<file path="src/rtl/mac_accum_pkg.sv">
// Shared types and constants for the multiply-accumulate stage.
// Holds the FSM state type, default widths and the product sign-extension helper.
package mac_pkg;

    localparam int PROD_W_DEF = 32;
    localparam int ACC_W_DEF  = 40;
    localparam int CNT_W_DEF  = 8;
    // Widest accumulator the sign-extension helper can serve.
    localparam int SEXT_W     = 64;

    typedef enum logic [1:0] {
        IDLE  = 2'd0,
        ACCUM = 2'd1,
        DONE  = 2'd2
    } state_e;

    // Sign-extend a pw-bit two's complement value (right-aligned in p) to SEXT_W bits.
    function automatic logic [SEXT_W-1:0] sext_prod(input logic [SEXT_W-1:0] p, input int pw);
        logic signed [SEXT_W-1:0] t;
        t = $signed(p << (SEXT_W - pw));
        return t >>> (SEXT_W - pw);
    endfunction

endpackage

</file>
<file path="src/rtl/mac_sat_add.sv">
// W-bit signed adder with overflow flag.
// With MAC_ACCUM_SAT_EN defined the result clamps to the signed range on overflow.
module mac_sat_add #(
    parameter int W = 40
) (
    input  logic [W-1:0] a_i,
    input  logic [W-1:0] b_i,
    output logic [W-1:0] sum_o,
    output logic         ovf_o
);

    logic [W-1:0] raw;

    assign raw   = a_i + b_i;
    assign ovf_o = (a_i[W-1] == b_i[W-1]) && (raw[W-1] != a_i[W-1]);

`ifdef MAC_ACCUM_SAT_EN
    // Operands share a sign on overflow, so either one picks the clamp direction.
    logic [W-1:0] sat_val;
    assign sat_val = a_i[W-1] ? {1'b1, {(W-1){1'b0}}} : {1'b0, {(W-1){1'b1}}};
    assign sum_o   = ovf_o ? sat_val : raw;
`else
    assign sum_o = raw;
`endif

endmodule

</file>
<file path="src/rtl/mac_accum.sv">
// Accumulates a programmed number of signed products and hands off the sum.
// Optional saturation on overflow is enabled by defining MAC_ACCUM_SAT_EN.
module mac_accum
    import mac_pkg::*;
#(
    parameter int PROD_W = PROD_W_DEF,
    parameter int ACC_W  = ACC_W_DEF,
    parameter int CNT_W  = CNT_W_DEF
) (
    input  logic              clk,
    input  logic              rst,
    input  logic              start_i,
    input  logic [CNT_W-1:0]  len_i,
    input  logic              p_valid_i,
    input  logic [PROD_W-1:0] p_i,
    output logic              p_ready_o,
    output logic              acc_valid_o,
    output logic [ACC_W-1:0]  acc_o,
    input  logic              acc_ready_i,
    output logic              ovf_o,
    output logic              busy_o
);

    state_e             state_q, state_d;
    logic [ACC_W-1:0]   acc_q, acc_d, sum;
    logic [CNT_W-1:0]   cnt_q, cnt_d;
    logic               ovf_q, ovf_d, add_ovf;
    logic [SEXT_W-1:0]  p_ext;

    assign p_ext = sext_prod(SEXT_W'(p_i), PROD_W);

    generate
        if (ACC_W < SEXT_W) begin : g_sink
            logic unused_p_ext;
            assign unused_p_ext = ^p_ext[SEXT_W-1:ACC_W];
        end
    endgenerate

    mac_sat_add #(.W(ACC_W)) u_add (
        .a_i   (acc_q),
        .b_i   (p_ext[ACC_W-1:0]),
        .sum_o (sum),
        .ovf_o (add_ovf)
    );

    always_comb begin
        state_d = state_q;
        acc_d   = acc_q;
        cnt_d   = cnt_q;
        ovf_d   = ovf_q;
        unique case (state_q)
            IDLE: begin
                if (start_i) begin
                    acc_d = '0;
                    ovf_d = 1'b0;
                    if (len_i != '0) begin
                        cnt_d   = len_i;
                        state_d = ACCUM;
                    end else begin
                        state_d = DONE;
                    end
                end
            end
            ACCUM: begin
                if (p_valid_i && p_ready_o) begin
                    acc_d = sum;
                    ovf_d = ovf_q | add_ovf;
                    cnt_d = cnt_q - CNT_W'(1);
                    if (cnt_q == CNT_W'(1)) state_d = DONE;
                end
            end
            DONE: begin
                if (acc_ready_i) state_d = IDLE;
            end
            default: state_d = IDLE;
        endcase
    end

    always_ff @(posedge clk or posedge rst) begin
        if (rst) begin
            state_q <= IDLE;
            acc_q   <= '0;
            cnt_q   <= '0;
            ovf_q   <= 1'b0;
        end else begin
            state_q <= state_d;
            acc_q   <= acc_d;
            cnt_q   <= cnt_d;
            ovf_q   <= ovf_d;
        end
    end

    // Every output comes straight from registered state; no input reaches an output combinationally.
    assign p_ready_o   = (state_q == ACCUM);
    assign acc_valid_o = (state_q == DONE);
    assign acc_o       = acc_q;
    assign ovf_o       = ovf_q;
    assign busy_o      = (state_q != IDLE);

endmodule
</file>
<file path="config.mk">
export PLATFORM = sky130hd
export DESIGN_NAME = mac_accum
export DESIGN_NICKNAME = d
export VERILOG_FILES = /design/src/rtl/mac_accum_pkg.sv /design/src/rtl/mac_sat_add.sv /design/src/rtl/mac_accum.sv
export SDC_FILE = /design/constraint.sdc
export NUM_CORES = 1
export LEC_CHECK = 0
export ABC_AREA = 1
export CORE_UTILIZATION = 30
export CTS_CLUSTER_SIZE = 25
export DETAILED_ROUTE_END_ITERATION = 8
export PLACE_DENSITY = 0.6
export SYNTH_ARGS = -nofsm -noshare
export SYNTH_HDL_FRONTEND = slang
export SYNTH_SLANG_ARGS = --single-unit
</file>
<file path="constraint.sdc">
create_clock -name clk -period 1.9 [get_ports clk]
set_input_delay 0.38 -clock clk [delete_from_list [all_inputs] [get_ports clk]]
set_output_delay 0.38 -clock clk [all_outputs]
set_load 0.05 [all_outputs]
</file>
[After elaboration in Yosys (flattened, before gate mapping)]
Index checks and enable logic that the tools add are counted.
W data, S select, Z words.
Storage, ports and cells
  ROM bits: 0
  memory bits (writable): 0
  output and inout port bits: 44
  word-level logic and storage cells: 42
  input bits: 45
  bits in latches: 0
  bits in registers: 51
  memories kept: 0
Cells by class
  shift operators: 0
  magnitude comparators: 0
  equality and inequality tests: 10
  multipliers: 0
  divide/modulo/power cells: 0
  bitwise operators: 1
  reduce and logical (&&, ||, !) cells: 9
  muxes and demuxes: 16
  $add $sub $neg: 2
Operators with widths (number)
  $mux W40: 2
  $pmux W40 S2: 1
  $add A40 B40 Y40: 1
  $mux W8: 3
  $pmux W8 S2: 1
  $mux W2: 5
  $eq A8 B1 Y1 const B: 1
  $reduce_and A4 Y1: 2
  $reduce_bool A8 Y1: 1
  $sub A8 B1 Y8 const B: 1
  $ne A2 B1 Y1 const B: 3
  $pmux W2 S3: 1
  $ne A2 B2 Y1 const B: 2
  $reduce_bool A2 Y1: 2
  $reduce_and A3 Y1: 1
  $eq A2 B1 Y1 const B: 1
  $eq A2 B2 Y1 const B: 1
  $logic_and A1 B1 Y1: 2
  $logic_not A2 Y1: 1
  $mux W1: 2
  $pmux W1 S2: 1
  $eq A1 B1 Y1: 1
  $ne A1 B1 Y1: 1
  $or A1 B1 Y1: 1

[Depth between registers and ports, before layout]
  depth in word-level cells: 6
  mapped depth: 15
  gate-level depth less buffers: 15

[Hierarchy]
A second synthesis with hierarchy kept.
Unflattened totals
  cells, all modules: 831
  area total of the unflattened synthesis: 5292.6 um^2
Modules (own cells, without submodules)
  mac_sat_add: instances 1, cells an instance 616, sequential area each 0.0 um^2, area an instance 3026.7 um^2
  mac_accum: instances 1, cells an instance 215, sequential area each 1276.2 um^2, area an instance 2265.9 um^2

[Worst setup path after synthesis]
No wires, ideal clock.
  kind: register to register
  from: register acc_q[0] (netlist: acc_o[0])
  to: register acc_q[32] (netlist: acc_o[32])
  arrival time: 2.194 ns
  period minus slack after synthesis: 2.317 ns
  buffers on the path: 0
  slack: -0.417 ns
  stages on the path, launching flop included: 12
  setup time: 0.123 ns
  data required time: 1.777 ns
  cells stage by stage: dfrtp_1 > ha_1 > inv_1 > fa_1 > o21ai_2 > nand2_1 > nand2_1 > nand2_1 > nand2_1 > nand3_1 > a21oi_1 > o21ai_1
Between the ends
  cells in the longest elaborated chain, start to end: 3
Ends and longest elaborated chain
  from (decl): RTL line mac_accum.sv:25  | logic [ACC_W-1:0] acc_q, acc_d, sum;
  from (signal assigned): RTL line mac_accum.sv:82  | acc_q <= '0;
  from (signal assigned): RTL line mac_accum.sv:87  | acc_q <= acc_d;
  $add A40 B40 Y40: RTL line mac_sat_add.sv:14  | assign raw = a_i + b_i;
  $mux W40: RTL line mac_accum.sv:65  | if (p_valid_i && p_ready_o) begin
  $pmux W40 S2: RTL line mac_accum.sv:51  | unique case (state_q)
No other way between the ends. The select of a mux whose other input is x is not followed.
A chain may end at the register's enable or synchronous reset.

[Worst setup path in the final report]
  from: register acc_q[4] (netlist: acc_o[4])
  to: register acc_q[25] (netlist: acc_o[25])
Same word-level chain as after synthesis.

==> flow_metrics.env <==
export IMPL_synth_area_leaders="dfrtp_1 25%, nand2_1 20%, ha_1 10%, inv_1 7.9%, nor2_1 7.9%"
export IMPL_p_sw_frac=0.516
export IMPL_grt_usage=0.224
export IMPL_report_final_slew_viol_count=0
export IMPL_fp_row_count=46
export IMPL_first_global_vias=6318
export IMPL_crit_start="acc_o[4]"
export IMPL_io_buffer_count=88
export IMPL_final_seq_area_um2=1310
export IMPL_tritoncts="done"
export IMPL_cts_root_buf="clkbuf_16"
export IMPL_clockBufferDepth=2
export IMPL_synth_area_um2=5030
export IMPL_ios=89
export IMPL_overflow=0
export IMPL_p_leak_nw=4.36
export IMPL_fp_dieH_um=132
export IMPL_synth_area_per_cell_um2=6.11
export IMPL_drt_iter0_drc=341
export IMPL_seqPwrFrac=0.140
export IMPL_grt_pass1_wl_um=31400
export IMPL_combPwrFrac=0.782
export IMPL_grt_max_degree=52
export IMPL_cp_end_kind="flop"
export IMPL_hold_ws_ns=0.447
export IMPL_synth_enable_flop_cells=0
export IMPL_wire_per_inst_um=15.3
export IMPL_status="finished with violations"
export IMPL_synth_seq_cells=51
export IMPL_r2r_end="acc_o[25]"
export IMPL_slew_headroom=0.732
export IMPL_synth_ff_type="dfrtp_1"
export IMPL_vias_per_cell=4.91
export IMPL_hold_class="in2async"
export IMPL_vias=6306
export IMPL_power_internal_mw=7.03
export IMPL_r2r_start="acc_o[4]"
export IMPL_r2r_cells=10
export IMPL_clkSinkCount=51
export IMPL_place_hpwl_um=14200
export IMPL_syn_nets=910
export IMPL_final_area_um2=9020
export IMPL_required_ns=2.10
export IMPL_start_kind="flop"
export IMPL_num_nets_final=1154
export IMPL_multi_input_area_um2=4800
export IMPL_place_congestion=0.960
export IMPL_clkPwrFrac=0.077
export IMPL_power_density_nw_per_um2=1610
export IMPL_rsz0062_at_grt="true"
export IMPL_num_antenna_cells=0
export IMPL_maxCapViolations=0
export IMPL_finalSetupViolCount=11
export IMPL_syn_inst=823
export IMPL_postLayoutSetupSlackWorst_ns=-0.0678
export IMPL_insertion_delay_ns=0.31
export IMPL_cp_endpoint="acc_o[25]"
export IMPL_clk_pin_slew_ns=0.08
export IMPL_wirelength_um=19600
export IMPL_antenna_found_initial=0
export IMPL_worstMarginPinSlew_ns=0.402
export IMPL_timing_hold_violations_final=0
export IMPL_r2r_slack_ns=-0.07
export IMPL_power_mw=14.5
export IMPL_worstPathMaxFanout=5
export IMPL_htree_num_levels=2
export IMPL_failed_checks="negative setup slack"
export IMPL_crit_type="reg2reg"
export IMPL_period_share=1.04
export IMPL_die_w_um=132
export IMPL_dieArea_um2=17300
export IMPL_synth_warning_count=0
export IMPL_ys_seq_area_frac=0.254
export IMPL_period_needed_ns=1.97
export IMPL_skew_ns=0.00548
export IMPL_finish_utilization=0.560
export IMPL_ir_drop_uv=873
export IMPL_async_reset_ff_frac=1.00
export IMPL_fillers=1515
export IMPL_arrival_ns=2.17
export IMPL_max_freq_mhz=508
export IMPL_yosysTopAreaCell="dfrtp_1"
export IMPL_firstDrtPassIters=5
export IMPL_placed_area_um2=7200
export IMPL_synth_cell_types=42
export IMPL_cts_inserted_buffers=5
export IMPL_area_delta_synth_final_pct=79.3
export IMPL_ant_nets=0
export IMPL_pre_cts_slack_ns=-0.663
export IMPL_p_sw_mw=7.51
export IMPL_layout_drive_gt1_share=0.482
export IMPL_start_util=0.312
export IMPL_drc=0
export IMPL_core_area_um2=16100
export IMPL_synth_top_area_frac=0.254
-- layer usage --
| metal | global-route usage | vias up | wire length [um] |
|---|---|---|---|
| met1 | 0.294 | 2975 | 9080 |
| met4 | 0.0652 | 0 | 323 |
| met3 | 0.0278 | 25 | 741 |
| met2 | 0.381 | 152 | 9470 |
| met5 | 0 | - | 0 |
| li1 | - | 3154 | - |
-- metrics by stage --
step                setup TNS (ns)  instances
finish                      -0.297       1284
global route                 -2.56       1284
CTS                         -0.248       1271
detailed placement          -19.75       1253
global placement            -19.54       1253
floorplan                   -0.300        823
-- registers in the layout, indices dropped and copies added, names as in the netlist --
register / flops
cnt_q: 8
state_q: 2
acc_o: 40
ovf_o: 1
-- cells in the mapped netlist (all sizes together) (3+ instances only) --
cell type,count
a21o,4
a21oi,66
buf,6
clkbuf,3
dfrtp,51
ha,41
inv,109
nand2,270
nand3,41
nand4,11
nor2,110
nor3,9
o211ai,3
o21ai,63
o21bai,11
o31ai,3
or2,4
xor2,6
-- critical path: stages (launching register included) --
cell	delay [ns]
dfrtp_2	0.43
ha_4	0.31
nand2_4	0.09
o21ai_2	0.26
nand2_1	0.14
o211ai_1	0.19
nand2_2	0.15
nand3_2	0.10
nand2_1	0.05
nand3_1	0.07
nand2_1	0.06
-- worst min path at each step --
stage          startpoint       end
2_1_floorplan    cnt_q[5]  cnt_q[5]
3_3_place_gp     cnt_q[5]  cnt_q[5]
3_5_place_dp     cnt_q[5]  cnt_q[5]
4_1_cts               rst  cnt_q[7]
5_1_grt               rst  cnt_q[3]
6_report              rst  acc_o[2]
-- kinds of logic after synthesis --
logic type	after synthesis	synth area share
buffers and inverters	119	0.0903
adder cells (fa/ha/maj)	42	0.106
AO/OA/AOI/OAI	159	0.180
XOR/XNOR	6	0.0104
AND/OR/NAND/NOR	446	0.360
flip-flops	51	0.254
-- layout make-up --
cell class                      count  area share
Sequential cell                    51       0.146
Timing Repair Buffer              246       0.227
Clock inverter                      3     0.00527
Tap cell                          216      0.0300
Multi-Input combinational cell    653       0.532
Clock buffer                        5      0.0139
Inverter                          110      0.0462
-- what timing repair did --
action	CTS	global route
pin swaps	76	56
hold buffers	0	0
resized for setup	263	115
buffers inserted	11	13
endpoints found under the setup margin	36	34
-- cell usage in the layout (no fill, tap or decap), drive strengths merged, types with 2 or more instances in the layout --
| master | synthesis | layout |
|---|---|---|
| nor3 | 9 | 9 |
| nand2 | 270 | 270 |
| dlygate4sd2 | 0 | 26 |
| buf | 6 | 202 |
| clkdlybuf4s50 | 0 | 15 |
| clkinv | 1 | 2 |
| o21bai | 11 | 11 |
| inv | 109 | 110 |
| nand4 | 11 | 11 |
| dfrtp | 51 | 51 |
| nand3 | 41 | 41 |
| nor2 | 110 | 110 |
| a21oi | 66 | 66 |
| o211ai | 3 | 3 |
| o21ai | 63 | 63 |
| a21o | 4 | 4 |
| or2 | 4 | 4 |
| xor2 | 6 | 6 |
| o31ai | 3 | 3 |
| clkbuf | 3 | 5 |
| ha | 41 | 41 |
| dlymetal6s2s | 0 | 3 |
-- power by group through the flow --
stage / clock network (mW) / registers (mW) / logic (mW)
after floorplan: 0 / 3.13 / 3.99
after global placement: 0 / 1.90 / 8.77
after detailed placement: 0 / 1.91 / 8.81
after CTS: 1.14 / 2.04 / 10.5
after global routing: 1.19 / 2.10 / 12.3
final: 1.13 / 2.04 / 11.4
Note: power is estimated with default switching activity, not from simulation.
